[config.mk]
export PLATFORM = sky130hd
export DESIGN_NAME = obi_icn_arbiter_flat
export DESIGN_NICKNAME = d
export VERILOG_FILES = /design/src/rtl/obi_icn_arbiter_if.sv /design/src/rtl/obi_icn_arbiter.sv /design/src/flat_wrapper.sv
export SDC_FILE = /design/constraint.sdc
export NUM_CORES = 1
export LEC_CHECK = 0
export ABC_AREA = 0
export ABC_CLOCK_PERIOD_IN_PS = 1250
export BUFFER_PORTS_ARGS = -buffer_cell sky130_fd_sc_hd__buf_4
export CORE_AREA = 2 2 131 133
export CTS_CLUSTER_SIZE = 30
export DETAILED_ROUTE_END_ITERATION = 10
export DIE_AREA = 0 0 133 135
export PLACE_DENSITY = 0.45
export SYNTH_ARGS = -nofsm -noshare
export SYNTH_HDL_FRONTEND = slang
export SYNTH_SLANG_ARGS = --single-unit
[constraint.sdc]
create_clock -name clk -period 1.25 [get_ports clk]
set_input_delay 0 -clock clk [delete_from_list [all_inputs] [get_ports clk]]
set_output_delay 0 -clock clk [all_outputs]
set_load 0.005 [all_outputs]
[src/rtl/obi_icn_arbiter_if.sv]
// Bundle of the upstream (NUM_REQ requesters) and downstream OBI signals around obi_icn_arbiter.
// slave = arbiter view, master = requesters/interconnect view.
interface obi_icn_arbiter_if #(
  parameter int unsigned NUM_REQ = 2,
  parameter int unsigned OBI_AW  = 32,
  parameter int unsigned OBI_DW  = 32,
  parameter int unsigned OBI_IDW = 1
);
  localparam int unsigned BE_W = OBI_DW / 8;

  // Upstream A/R control, bit i = requester i
  logic [NUM_REQ-1:0]         up_req;
  logic [NUM_REQ-1:0]         up_we;
  logic [NUM_REQ-1:0]         up_reqpar;
  logic [NUM_REQ-1:0]         up_rready;
  logic [NUM_REQ-1:0]         up_rreadypar;
  logic [NUM_REQ*OBI_AW-1:0]  up_addr;
  logic [NUM_REQ*OBI_DW-1:0]  up_wdata;
  logic [NUM_REQ*BE_W-1:0]    up_be;
  logic [NUM_REQ*OBI_IDW-1:0] up_aid;
  logic [NUM_REQ-1:0]         up_gnt;
  logic [NUM_REQ-1:0]         up_gntpar;
  logic [NUM_REQ-1:0]         up_rvalid;
  logic [NUM_REQ-1:0]         up_rvalidpar;
  logic [NUM_REQ-1:0]         up_err;
  logic [NUM_REQ*OBI_DW-1:0]  up_rdata;
  logic [NUM_REQ*OBI_IDW-1:0] up_rid;

  // Downstream single OBI initiator port
  logic               obi_req;
  logic               obi_reqpar;
  logic               obi_we;
  logic               obi_rready;
  logic               obi_rreadypar;
  logic [OBI_AW-1:0]  obi_addr;
  logic [OBI_DW-1:0]  obi_wdata;
  logic [BE_W-1:0]    obi_be;
  logic [OBI_IDW-1:0] obi_aid;
  logic               obi_gnt;
  logic               obi_gntpar;
  logic               obi_rvalid;
  logic               obi_rvalidpar;
  logic               obi_err;
  logic [OBI_DW-1:0]  obi_rdata;
  logic [OBI_IDW-1:0] obi_rid;

  modport slave (
    input  up_req, up_we, up_reqpar, up_rready, up_rreadypar,
    input  up_addr, up_wdata, up_be, up_aid,
    output up_gnt, up_gntpar, up_rvalid, up_rvalidpar, up_err, up_rdata, up_rid,
    output obi_req, obi_reqpar, obi_we, obi_rready, obi_rreadypar,
    output obi_addr, obi_wdata, obi_be, obi_aid,
    input  obi_gnt, obi_gntpar, obi_rvalid, obi_rvalidpar, obi_err, obi_rdata, obi_rid
  );

  modport master (
    output up_req, up_we, up_reqpar, up_rready, up_rreadypar,
    output up_addr, up_wdata, up_be, up_aid,
    input  up_gnt, up_gntpar, up_rvalid, up_rvalidpar, up_err, up_rdata, up_rid,
    input  obi_req, obi_reqpar, obi_we, obi_rready, obi_rreadypar,
    input  obi_addr, obi_wdata, obi_be, obi_aid,
    output obi_gnt, obi_gntpar, obi_rvalid, obi_rvalidpar, obi_err, obi_rdata, obi_rid
  );
endinterface

[src/rtl/obi_icn_arbiter.sv]
// Round-robin arbiter sharing one OBI initiator port between NUM_REQ requesters,
// one outstanding transaction at a time. Interface parameters must match this module's.
module obi_icn_arbiter #(
  parameter int unsigned NUM_REQ = 2,
  parameter int unsigned OBI_AW  = 32,
  parameter int unsigned OBI_DW  = 32,
  parameter int unsigned OBI_IDW = 1,
  parameter int unsigned IDX_W   = $clog2(NUM_REQ)
) (
  input  logic                clk,
  input  logic                reset,
  input  logic [NUM_REQ-1:0]  req_en,
  obi_icn_arbiter_if.slave    bus,
  output logic                arb_busy,
  output logic [IDX_W-1:0]    arb_owner
);
  localparam int unsigned BE_W = OBI_DW / 8;

  typedef enum logic [1:0] {
    S_IDLE = 2'd0,
    S_ADDR = 2'd1,
    S_RESP = 2'd2
  } state_t;

  state_t             r_state;
  state_t             w_state_nxt;
  logic [IDX_W-1:0]   r_owner;
  logic [IDX_W-1:0]   w_owner_nxt;
  logic [IDX_W-1:0]   r_rr_ptr;
  logic [IDX_W-1:0]   w_rr_ptr_nxt;
  logic [NUM_REQ-1:0] w_eligible;
  logic               w_found;
  logic [IDX_W-1:0]   w_winner;
  logic [IDX_W-1:0]   w_cand;
  logic               w_addr_ph;
  logic               w_resp_ph;
  logic               w_rready;
  logic               w_unused;

  assign w_eligible = bus.up_req & req_en;
  assign w_addr_ph  = (r_state == S_ADDR);
  assign w_resp_ph  = (r_state == S_RESP);
  assign w_rready   = w_resp_ph & bus.up_rready[r_owner];

  // First eligible requester scanning r_rr_ptr, r_rr_ptr+1, ... modulo NUM_REQ
  always_comb begin
    w_found  = 1'b0;
    w_winner = '0;
    w_cand   = '0;
    for (int unsigned k = 0; k < NUM_REQ; k++) begin
      w_cand = IDX_W'((32'(r_rr_ptr) + k) % NUM_REQ);
      if (!w_found && w_eligible[w_cand]) begin
        w_found  = 1'b1;
        w_winner = w_cand;
      end
    end
  end

  always_ff @(posedge clk) begin
    if (reset) begin
      r_state  <= S_IDLE;
      r_owner  <= '0;
      r_rr_ptr <= '0;
    end else begin
      r_state  <= w_state_nxt;
      r_owner  <= w_owner_nxt;
      r_rr_ptr <= w_rr_ptr_nxt;
    end
  end

  // Once in ADDR the request is held until granted, whatever req_en/up_req do
  always_comb begin
    w_state_nxt  = r_state;
    w_owner_nxt  = r_owner;
    w_rr_ptr_nxt = r_rr_ptr;
    case (r_state)
      S_IDLE: begin
        if (w_found) begin
          w_state_nxt  = S_ADDR;
          w_owner_nxt  = w_winner;
          w_rr_ptr_nxt = (w_winner == IDX_W'(NUM_REQ - 1)) ? '0 : w_winner + IDX_W'(1);
        end
      end
      S_ADDR: begin
        if (bus.obi_gnt) w_state_nxt = S_RESP;
      end
      S_RESP: begin
        if (bus.obi_rvalid && w_rready) w_state_nxt = S_IDLE;
      end
      default: w_state_nxt = S_IDLE;
    endcase
  end

  // Downstream A channel: owner's slices while requesting, zero otherwise
  always_comb begin
    bus.obi_req   = w_addr_ph;
    bus.obi_addr  = '0;
    bus.obi_wdata = '0;
    bus.obi_be    = '0;
    bus.obi_we    = 1'b0;
    bus.obi_aid   = '0;
    if (w_addr_ph) begin
      bus.obi_addr  = bus.up_addr[32'(r_owner) * OBI_AW +: OBI_AW];
      bus.obi_wdata = bus.up_wdata[32'(r_owner) * OBI_DW +: OBI_DW];
      bus.obi_be    = bus.up_be[32'(r_owner) * BE_W +: BE_W];
      bus.obi_we    = bus.up_we[r_owner];
      bus.obi_aid   = bus.up_aid[32'(r_owner) * OBI_IDW +: OBI_IDW];
    end
  end

  assign bus.obi_rready    = w_rready;
  assign bus.obi_reqpar    = ~bus.obi_req;
  assign bus.obi_rreadypar = ~bus.obi_rready;

  // Upstream gnt/R pass-through to the owner only; stray gnt/rvalid are dropped
  always_comb begin
    bus.up_gnt    = '0;
    bus.up_rvalid = '0;
    bus.up_rdata  = '0;
    bus.up_rid    = '0;
    bus.up_err    = '0;
    bus.up_gnt[r_owner]    = w_addr_ph & bus.obi_gnt;
    bus.up_rvalid[r_owner] = w_resp_ph & bus.obi_rvalid;
    if (w_resp_ph && bus.obi_rvalid) begin
      bus.up_rdata[32'(r_owner) * OBI_DW +: OBI_DW]   = bus.obi_rdata;
      bus.up_rid[32'(r_owner) * OBI_IDW +: OBI_IDW]   = bus.obi_rid;
      bus.up_err[r_owner]                             = bus.obi_err;
    end
  end

  assign bus.up_gntpar    = ~bus.up_gnt;
  assign bus.up_rvalidpar = ~bus.up_rvalid;

  assign arb_busy  = (r_state != S_IDLE);
  assign arb_owner = r_owner;

  // Incoming parity is deliberately not checked
  assign w_unused = ^{bus.up_reqpar, bus.up_rreadypar, bus.obi_gntpar, bus.obi_rvalidpar};

endmodule

[src/flat_wrapper.sv]
// flat-port wrapper written by rule: the top's interface ports become plain ports
module obi_icn_arbiter_flat 
#(
  parameter int unsigned NUM_REQ = 2,
  parameter int unsigned OBI_AW  = 32,
  parameter int unsigned OBI_DW  = 32,
  parameter int unsigned OBI_IDW = 1,
  parameter int unsigned IDX_W   = $clog2(NUM_REQ)
)
  (clk, reset, req_en, arb_busy, arb_owner, bus_up_req, bus_up_we, bus_up_reqpar, bus_up_rready, bus_up_rreadypar, bus_up_addr, bus_up_wdata, bus_up_be, bus_up_aid, bus_up_gnt, bus_up_gntpar, bus_up_rvalid, bus_up_rvalidpar, bus_up_err, bus_up_rdata, bus_up_rid, bus_obi_req, bus_obi_reqpar, bus_obi_we, bus_obi_rready, bus_obi_rreadypar, bus_obi_addr, bus_obi_wdata, bus_obi_be, bus_obi_aid, bus_obi_gnt, bus_obi_gntpar, bus_obi_rvalid, bus_obi_rvalidpar, bus_obi_err, bus_obi_rdata, bus_obi_rid);
  obi_icn_arbiter_if #(.NUM_REQ(NUM_REQ), .OBI_AW(OBI_AW), .OBI_DW(OBI_DW), .OBI_IDW(OBI_IDW)) bus_i ();
  input  logic clk;
  input  logic reset;
  input  logic [NUM_REQ-1:0] req_en;
  output logic arb_busy;
  output logic [IDX_W-1:0] arb_owner;
  input wire logic [$bits(bus_i.up_req)-1:0] bus_up_req;
  input wire logic [$bits(bus_i.up_we)-1:0] bus_up_we;
  input wire logic [$bits(bus_i.up_reqpar)-1:0] bus_up_reqpar;
  input wire logic [$bits(bus_i.up_rready)-1:0] bus_up_rready;
  input wire logic [$bits(bus_i.up_rreadypar)-1:0] bus_up_rreadypar;
  input wire logic [$bits(bus_i.up_addr)-1:0] bus_up_addr;
  input wire logic [$bits(bus_i.up_wdata)-1:0] bus_up_wdata;
  input wire logic [$bits(bus_i.up_be)-1:0] bus_up_be;
  input wire logic [$bits(bus_i.up_aid)-1:0] bus_up_aid;
  output wire logic [$bits(bus_i.up_gnt)-1:0] bus_up_gnt;
  output wire logic [$bits(bus_i.up_gntpar)-1:0] bus_up_gntpar;
  output wire logic [$bits(bus_i.up_rvalid)-1:0] bus_up_rvalid;
  output wire logic [$bits(bus_i.up_rvalidpar)-1:0] bus_up_rvalidpar;
  output wire logic [$bits(bus_i.up_err)-1:0] bus_up_err;
  output wire logic [$bits(bus_i.up_rdata)-1:0] bus_up_rdata;
  output wire logic [$bits(bus_i.up_rid)-1:0] bus_up_rid;
  output wire logic [$bits(bus_i.obi_req)-1:0] bus_obi_req;
  output wire logic [$bits(bus_i.obi_reqpar)-1:0] bus_obi_reqpar;
  output wire logic [$bits(bus_i.obi_we)-1:0] bus_obi_we;
  output wire logic [$bits(bus_i.obi_rready)-1:0] bus_obi_rready;
  output wire logic [$bits(bus_i.obi_rreadypar)-1:0] bus_obi_rreadypar;
  output wire logic [$bits(bus_i.obi_addr)-1:0] bus_obi_addr;
  output wire logic [$bits(bus_i.obi_wdata)-1:0] bus_obi_wdata;
  output wire logic [$bits(bus_i.obi_be)-1:0] bus_obi_be;
  output wire logic [$bits(bus_i.obi_aid)-1:0] bus_obi_aid;
  input wire logic [$bits(bus_i.obi_gnt)-1:0] bus_obi_gnt;
  input wire logic [$bits(bus_i.obi_gntpar)-1:0] bus_obi_gntpar;
  input wire logic [$bits(bus_i.obi_rvalid)-1:0] bus_obi_rvalid;
  input wire logic [$bits(bus_i.obi_rvalidpar)-1:0] bus_obi_rvalidpar;
  input wire logic [$bits(bus_i.obi_err)-1:0] bus_obi_err;
  input wire logic [$bits(bus_i.obi_rdata)-1:0] bus_obi_rdata;
  input wire logic [$bits(bus_i.obi_rid)-1:0] bus_obi_rid;
  assign bus_i.up_req = bus_up_req;
  assign bus_i.up_we = bus_up_we;
  assign bus_i.up_reqpar = bus_up_reqpar;
  assign bus_i.up_rready = bus_up_rready;
  assign bus_i.up_rreadypar = bus_up_rreadypar;
  assign bus_i.up_addr = bus_up_addr;
  assign bus_i.up_wdata = bus_up_wdata;
  assign bus_i.up_be = bus_up_be;
  assign bus_i.up_aid = bus_up_aid;
  assign bus_up_gnt = bus_i.up_gnt;
  assign bus_up_gntpar = bus_i.up_gntpar;
  assign bus_up_rvalid = bus_i.up_rvalid;
  assign bus_up_rvalidpar = bus_i.up_rvalidpar;
  assign bus_up_err = bus_i.up_err;
  assign bus_up_rdata = bus_i.up_rdata;
  assign bus_up_rid = bus_i.up_rid;
  assign bus_obi_req = bus_i.obi_req;
  assign bus_obi_reqpar = bus_i.obi_reqpar;
  assign bus_obi_we = bus_i.obi_we;
  assign bus_obi_rready = bus_i.obi_rready;
  assign bus_obi_rreadypar = bus_i.obi_rreadypar;
  assign bus_obi_addr = bus_i.obi_addr;
  assign bus_obi_wdata = bus_i.obi_wdata;
  assign bus_obi_be = bus_i.obi_be;
  assign bus_obi_aid = bus_i.obi_aid;
  assign bus_i.obi_gnt = bus_obi_gnt;
  assign bus_i.obi_gntpar = bus_obi_gntpar;
  assign bus_i.obi_rvalid = bus_obi_rvalid;
  assign bus_i.obi_rvalidpar = bus_obi_rvalidpar;
  assign bus_i.obi_err = bus_obi_err;
  assign bus_i.obi_rdata = bus_obi_rdata;
  assign bus_i.obi_rid = bus_obi_rid;
  obi_icn_arbiter #(.NUM_REQ(NUM_REQ), .OBI_AW(OBI_AW), .OBI_DW(OBI_DW), .OBI_IDW(OBI_IDW), .IDX_W(IDX_W)) u_core (.clk(clk), .reset(reset), .req_en(req_en), .bus(bus_i), .arb_busy(arb_busy), .arb_owner(arb_owner));
endmodule
# Yosys cells after proc, flatten, opt, wreduce, memory -nomap -nowiden
# Cells that the tools add are included.
[classes]
addsub = 4
magnitude_cmp = 4
eq_ne = 5
shifts = 8
n_mux = 27
bitwise = 13
reduce_logical = 9
[ops]
columns = ["cell", "n"]
rows = [
  ["64-bit by 7-bit indexed part select with 32-bit output", 2],
  ["64-bit AND", 1],
  ["32-bit two-way mux", 2],
  ["64-bit two-way mux", 1],
  ["32-bit by 34-bit variable shift with 64-bit output (first input constant)", 1],
  ["32-bit by 34-bit indexed part select with 64-bit output", 1],
  ["1-bit negator with 34-bit output", 1],
  ["6-bit negator with 34-bit output", 1],
  ["1-bit by 34-bit variable shift with 2-bit output (first input constant)", 1],
  ["1-bit by 34-bit indexed part select with 2-bit output", 1],
  ["1-bit two-way mux", 16],
  ["2-bit AND", 5],
  ["2-bit two-way mux", 5],
  ["8-bit by 4-bit indexed part select with 4-bit output", 1],
  ["1-bit by 2-bit less-than comparator with 1-bit output (second input constant)", 3],
  ["2-bit case mux with 3 select lines", 1],
  ["1-bit logical AND", 4],
  ["4-bit two-way mux", 1],
  ["2-bit inequality test (second input constant)", 2],
  ["2-bit inverter", 2],
  ["1-bit AND", 3],
  ["3-bit AND reduction", 1],
  ["1-bit adder (second input constant)", 2],
  ["2-bit by 1-bit equality test with 1-bit output (second input constant)", 1],
  ["other kinds (10)", 11],
]
[totals]
reg_bits = 4
input_bits = 190

# Longest topological paths before layout
# Gate-level depths: netlist of the first run.
[logic_depth]
ltp_word = 9
depth_mapped = 5
depth_no_buf = 3

# Worst setup path before layout of the first run
# Ideal clock, no wire load.
[synth_timing]
path_kind = "reg-to-reg"
from = "register u_core.r_state[0]"
to = "register u_core.r_rr_ptr"
setup_ns = 0.079
arrival_ns = 1.047
required_time_ns = 1.171
path_slack_ns = 0.124
path_stages_with_launch = 4
path_buffers = 0
synth_period_minus_slack_ns = 1.126
cell_sequence = "dfxtp_1 > or2_2 > o21ba_2 > a211oi_2"
[synth_between]
elab_chain_cells = 2
[synth_lines]
columns = ["item", "line_no", "text"]
rows = [
  ["start: declaration", "obi_icn_arbiter.sv:25", "state_t r_state;"],
  ["start signal: assignment", "obi_icn_arbiter.sv:65", "r_state <= w_state_nxt;"],
  ["2-bit logical NOT", "obi_icn_arbiter.sv:76", "case (r_state)"],
  ["2-bit AND reduction (no line)", "-", ""],
  ["end signal: assignment", "obi_icn_arbiter.sv:67", "r_rr_ptr <= w_rr_ptr_nxt;"],
  ["end: declaration", "obi_icn_arbiter.sv:29", "logic [IDX_W-1:0] r_rr_ptr;"],
]
# Every way passes these cells.
# A chain may end at the register's enable or synchronous reset.

# Worst setup path in the final report of the first run
[layout_timing]
from = "register u_core.r_owner (netlist: u_core.arb_owner)"
to = "output bus_up_err[0]"
[layout_between]
elab_chain_cells = 6
elab_cells_between_ends = 7
cone_classes = "order compare: 2; mux: 3; bitwise: 1; reduce/logical: 1"
[layout_lines]
columns = ["item", "line_no", "text"]
rows = [
  ["start: declaration", "obi_icn_arbiter.sv:27", "logic [IDX_W-1:0] r_owner;"],
  ["start signal: assignment", "obi_icn_arbiter.sv:66", "r_owner <= w_owner_nxt;"],
  ["1-bit by 2-bit less-than comparator with 1-bit output (implied by the code) / 1-bit greater-or-equal comparator (equally long branches)", "obi_icn_arbiter.sv:127", "bus.up_err[r_owner] = bus.obi_err;"],
  ["1-bit logical AND (implied by the code)", "obi_icn_arbiter.sv:127", ""],
  ["1-bit two-way mux (implied by the code)", "obi_icn_arbiter.sv:127", ""],
  ["1-bit demux with 1-bit select *", "-", ""],
  ["2-bit AND (no line) *", "-", ""],
  ["2-bit two-way mux *", "obi_icn_arbiter.sv:124", "if (w_resp_ph && bus.obi_rvalid) begin"],
  ["end: declaration", "flat_wrapper.sv:30", "output wire logic [$bits(bus_i.up_err)-1:0] bus_up_err;"],
]
# Every way passes the cells marked *; elsewhere a longest branch is shown, timed or not.

==> out/metrics.cfg, run 1 <==
[global_route]
grt_max_degree = 59
grt_pass1_wl_um = 16940
grt_pass1_vias = 3239
grt_usage_pct = 11.76
grt-ovfl-total = 0
antenna_found_initial = 0

[yosys]
async_reset_ff_share_pct = 0
synth_top_area_share_pct = 39.23
synth_seq_area_share_pct = 4.420
synthesis.area_um2 = 1812
yosysTopAreaCell = mux2i_1
synthTopCellsByArea = mux2i_1 39%, and2_1 22%, nor2_1 15%, dfxtp_1 4.4%, buf_4 2.9%
synth_fp_nets = 453
synth_edf_count = 0
synth_cell_types = 26
synthTopCellsByCount = 71 x mux2i_1, 71 x nor2_1, 65 x and2_1
synth.avg_cell_area_um2 = 6.889
ys_ff_latch = 4
synth_top_flop_cell = dfxtp_1
syn_inst = 263
ys.warnings.count = 0

[placement]
dp_hpwl_um = 10170
dp.cells = 812
numPortBuffers = 335
gp_congestion = 0.7740

[clock_network]
clkTransAtPathRegs_ns = 0.03
cts_buffers = 3
clock_path_buffers = 2
cts_tree = done
htreeDepth = 1
cts-root-buf = clkbuf_16
clock_sinks = 4
clk_latency_ns = 0.23

[timing]
skew_ns = 0.001566
rsz0062_at_grt = true
tightest_slew_ns = 0.3585
setup_viol = 149
min_period_over_period_pct = 119.2
timing.final.ws_setup_ns = -0.2401
slew_viol_final = 0
fin_setup_tns_ns = -21.09
clock.fmax_ghz = 0.6711
whs_ns = 0.01571
fin_crit_ns = 1.490
hold_violations = 0
relSlewSlack_pct = 75.48

[setup_path]
path_class = register to output pin
critPathLaunchType = register
critPathLaunch = u_core.arb_owner
endpoint_kind = output pin
worstPathMaxFanout = 6
arrival_ns = 1.49
r2r_start = u_core.r_state[1]
required_ns = 1.25

[pwr]
pwr-share-seq_pct = 5.8
sw_frac_of_total_pct = 33.51
leakage_nw = 2.754
power.density_nw_per_um2 = 461.3
clkPwrFrac_pct = 20.2
comb_power_share_pct = 74.0
switchingPower_mw = 0.8804
peakVddDrop_mv = 0.3046
p_int_mw = 1.747

[floorplanning]
io_pins = 342
rows = 47
die_x_um = 133
fp.coreArea_um2 = 16410
die_y_um = 135
start_util_pct = 11.04
die-area_um2 = 17960

[final_layout]
fin_nets = 813
syn_to_final_growth_pct = 214.4
fill_cells = 1698
multi_input_area_um2 = 1978
final_util_pct = 34.72
drive_gt1_share_pct = 76.85
seq_area_um2 = 86.33
final_cells = 842
n_antenna_cell = 0

[min_path]
hp-class = input port to register
min_from = bus_obi_gnt

[drt]
postRouteWirelength_um = 13750
route.detailed.drc = 0
drtPass1Iterations = 4
via_count = 3286
ant_nets = 0
drt-initial-drc-count = 37
wl_per_cell_um = 16.33
via_per_inst = 3.903

[outcome]
violations = negative setup slack
outcome = finished, violations left

[flow_run]
cap_violations = 0

[layout by cell type (no fill, tap or decap), types with 9 or more instances in the layout]
cell	n
and2_1	52
and2_4	13
buf_12	9
buf_4	321
buf_6	36
clkbuf_16	9
mux2i_1	48
mux2i_2	12
mux2i_4	11
nor2_1	27
nor2_2	29
nor2_4	15
[power by group through the flow]
stage          logic, mW  registers, mW  clock network [mW]
6_report            1.95          0.153               0.529
5_1_grt             2.07          0.156               0.554
4_1_cts             1.45          0.162               0.535
3_5_place_dp        1.41          0.165                   0
3_3_place_gp        1.40          0.164                   0
2_1_floorplan      0.502          0.150                   0
[cell families (layout without fill, tap and decap cells)]
group	after synthesis	in the layout	synth area share, %
and+or+nand+nor	150	150	43.51
muxes	71	71	39.23
buffers and inverters	29	388	9.254
AOI/OAI and AO/OA	9	9	3.591
DFF	4	4	4.420
[per-layer routing]
layer	global-route usage [%]	share of wire (%)	vias to the layer above
met5	0	0	-
met4	1.613	0.54	0
met3	4.167	10	6
met2	23.17	55	202
met1	12.15	34	1497
li1	-	-	1581
[registers in the layout, summed over array words and instances, names as in the netlist]
name and count:
u_core.r_state 2, u_core.arb_owner 1, u_core.r_rr_ptr 1
[critical path, cell delays in order (launching register included)]
cell and delay [ns]:
dfxtp_4 0.36, buf_8 0.15, nor3b_4 0.21, buf_6 0.17, clkbuf_16 0.15, and2_4 0.14, buf_6 0.08
[final cells by class]
type | instances | share of cell area (%)
sequential | 4 | 1.515
inverter | 6 | 0.6150
timing repair buffer | 378 | 56.93
multi-input combinational | 230 | 34.72
tap | 220 | 4.832
clock buffer | 4 | 1.384
[worst paths after layout]
check	endpoint	slack, ns	cells after the start
hold / removal	u_core.r_state[0]	0.02	2
hold reg to reg	u_core.r_rr_ptr	0.47	1
setup / recovery	bus_up_err[0]	-0.24	6
setup reg to reg	u_core.r_rr_ptr	0.02	4
[metrics by stage]
stage	power, mW	instance area (µm²)	worst slack (ns)
floorplan	0.6516	1812	0.1239
global placement	1.560	4651	-0.003175
detailed placement	1.573	4651	-0.006675
CTS	2.145	4832	-0.2138
global route	2.782	5697	-0.3087
finish	2.628	5697	-0.2401
[timing repair]
action	in CTS	in global routing
gates resized for setup	13	159
pin swaps	1	15
hold endpoints to repair	4	0
endpoints found under the setup margin	146	147
cloned	1	10
buffers inserted	4	12
hold buffers	1	0
(Power assumes the default switching activity.)
==> inputs of run 2 (changes only) <==
==> constraint.sdc (replaced) <==
create_clock -name clk -period 1.25 [get_ports clk]
set_input_delay 0.125 -clock clk [delete_from_list [all_inputs] [get_ports clk]]
set_output_delay 0.125 -clock clk [all_outputs]
set_load 0.005 [all_outputs]
==> out/metrics.cfg, run 2 (synthesis results as in run 1) <==
[timing]
setup_viol = 151  ; was 149
min_period_over_period_pct = 128.4  ; was 119.2%
rsz0062_at_grt = true  ; unchanged
timing.final.ws_setup_ns = -0.3547  ; was -0.2401 ns
skew_ns = 0.001706  ; was 0.001566 ns
tightest_slew_ns = 0.2980  ; was 0.3585 ns
slew_viol_final = 0  ; unchanged
hold_violations = 0  ; unchanged
fin_crit_ns = 1.605  ; was 1.490 ns
clock.fmax_ghz = 0.6232  ; was 0.6711 GHz
relSlewSlack_pct = 79.62  ; was 75.48%
whs_ns = 0.08844  ; was 0.01571 ns

[clock_network]
clock_path_buffers = 2  ; unchanged
htreeDepth = 1  ; unchanged
ctsHoldBuffers = 0  ; was 1
clkTransAtPathRegs_ns = 0.03  ; about the same
cts_tree = done  ; unchanged
cts_buffers = 3  ; unchanged
cts-root-buf = clkbuf_16  ; unchanged
clock_sinks = 4  ; unchanged
clk_latency_ns = 0.22  ; was 0.23 ns

[setup_path]
required_ns = 1.12  ; was 1.25 ns
r2r-end = u_core.r_state[1]  ; was u_core.r_rr_ptr
r2r_setup_slack_ns = 0.06  ; was 0.02 ns
worstRegToRegCells = 5  ; was 4
arrival_ns = 1.48  ; was 1.49 ns
r2r_start = u_core.arb_owner  ; was u_core.r_state[1]
endpoint_kind = output pin  ; unchanged
worstPathMaxFanout = 5  ; was 6
path_class = register to output pin  ; unchanged
critPathLaunchType = register  ; unchanged

[outcome]
violations = negative setup slack  ; unchanged
outcome = finished, violations left  ; unchanged

[drt]
via_count = 3493  ; was 3286
wl_per_cell_um = 18.12  ; was 16.33 µm
ant_nets = 0  ; unchanged
via_per_inst = 4.090  ; was 3.903
drtPass1Iterations = 4  ; unchanged
route.detailed.drc = 0  ; unchanged
drt-initial-drc-count = 44  ; was 37
postRouteWirelength_um = 15480  ; was 13750 µm

[global_route]
grt_pass1_vias = 3616  ; was 3239
antenna_found_initial = 0  ; unchanged
grt-ovfl-total = 0  ; unchanged
grt_pass1_wl_um = 20690  ; was 16940 µm
grt_max_degree = 19  ; was 59
grt_usage_pct = 14.86  ; was 11.76%

[pwr]
switchingPower_mw = 1.133  ; was 0.8804 mW
comb_power_share_pct = 79.2  ; was 74.0%
power.density_nw_per_um2 = 468.3  ; was 461.3 nW/µm²
p_int_mw = 2.083  ; was 1.747 mW
leakage_nw = 3.037  ; was 2.754 nW
clkPwrFrac_pct = 16.1  ; was 20.2%
sw_frac_of_total_pct = 35.22  ; was 33.51%
pwr-share-seq_pct = 4.7  ; was 5.8%
peakVddDrop_mv = 0.3775  ; was 0.3046 mV

[floorplanning]
start_util_pct = 11.04  ; unchanged
die_y_um = 135  ; unchanged
rows = 47  ; unchanged
die-area_um2 = 17960  ; unchanged
die_x_um = 133  ; unchanged
io_pins = 342  ; unchanged
fp.coreArea_um2 = 16410  ; unchanged

[final_layout]
syn_to_final_growth_pct = 279.0  ; was 214.4%
final_common_cell = buf_4  ; unchanged
largest_reg_flops = 2  ; unchanged
final_cell_mix = 264 x buf_4, 89 x buf_6, 43 x nor2_4  ; was 321 x buf_4, 52 x and2_1, 48 x mux2i_1
final_cells = 854  ; was 842
final_util_pct = 41.85  ; was 34.72%
fin_nets = 825  ; was 813
largest-register = u_core.r_state  ; unchanged
n_antenna_cell = 0  ; unchanged
drive_gt1_share_pct = 88.33  ; was 76.85%

[min_path]
whs_path_depth = 2  ; unchanged
min_to = u_core.r_rr_ptr  ; was u_core.r_state[0]
hp-class = input port to register  ; unchanged
min_from = reset  ; was bus_obi_gnt

[placement]
dp.cells = 819  ; was 812
dp_hpwl_um = 10200  ; was 10170 µm
numPortBuffers = 335  ; unchanged
gp_congestion = 0.7611  ; was 0.7740

[flow_run]
cap_violations = 0  ; unchanged

## run 2: changes by cell type in the layout (fill, tap and decap cells not counted), moves of 28 or more
cell     delta
nor2_4     +28
buf_4      -57
mux2i_4    +31
mux2i_1    -31
buf_6      +53
## run 2: worst max path at each step
stage / to / startpoint / depth (start not counted) / slack [ns]
after global placement: bus_up_rdata[51] / u_core.arb_owner / 4 / -0.13
after floorplan: bus_up_rdata[27] / u_core.r_state[1] / 4 / 0.01
after global routing: bus_up_rdata[8] / u_core.arb_owner / 6 / -0.42
final: bus_up_rdata[50] / u_core.arb_owner / 6 / -0.35
after CTS: bus_up_rid[1] / u_core.r_state[1] / 5 / -0.34
after detailed placement: bus_up_rdata[51] / u_core.arb_owner / 4 / -0.15
## run 2: layer usage
layer / vias to the layer above / part of all wire, % / global-route usage [%]
li1: 1617 / - / -
met1: 1631 / 33 / 15.83
met2: 223 / 55 / 29.13
met3: 22 / 8.8 / 4.017
met4: 0 / 2.5 / 3.166
met5: - / 0 / 0
## run 2: critical path, stage by stage, from the launching register on
cell and delay [ns]:
dfxtp_4 0.38, buf_6 0.10, and3_4 0.26, buf_12 0.14, clkbuf_16 0.14, and2_4 0.13, buf_6 0.09
## run 2: area by class of cell
type                            instances  area [µm²]
Clock buffer                            4       78.83
Inverter                                6       37.54
Timing Repair Buffer                  389        3755
Sequential cell                         4       88.84
Timing Repair inverter                  1       16.27
Tap cell                              220       275.3
Multi-Input combinational cell        230        2615
Fill cell                            1607        9540
## run 2: power groups by stage
| stage | Clock (mW) | Combinational (mW) | Sequential [mW] |
|---|---|---|---|
| after floorplan | 0 | 0.502 | 0.150 |
| after global placement | 0 | 1.42 | 0.163 |
| after detailed placement | 0 | 1.43 | 0.164 |
| after CTS | 0.519 | 2.20 | 0.152 |
| after global routing | 0.530 | 2.69 | 0.154 |
| final | 0.518 | 2.55 | 0.152 |
## run 2: timing repair
item | in CTS | in global routing
setup buffers | 14 | 5
pin swaps | 21 | 36
gates cloned | 13 | 4
endpoints found under the setup margin | 151 | 152
resized for setup | 198 | 197
endpoints found under the hold margin | 0 | 0
## run 2: through the flow
stage / cell area [µm²] / setup slack (ns) / power (mW) / setup TNS [ns]
after floorplan: 1812 / 0.01363 / 0.6516 / 0
after global placement: 4703 / -0.1323 / 1.584 / -4.412
after detailed placement: 4703 / -0.1465 / 1.595 / -6.298
after CTS: 5996 / -0.3439 / 2.876 / -41.17
after global routing: 6867 / -0.4199 / 3.369 / -48.13
final: 6867 / -0.3547 / 3.216 / -40.91
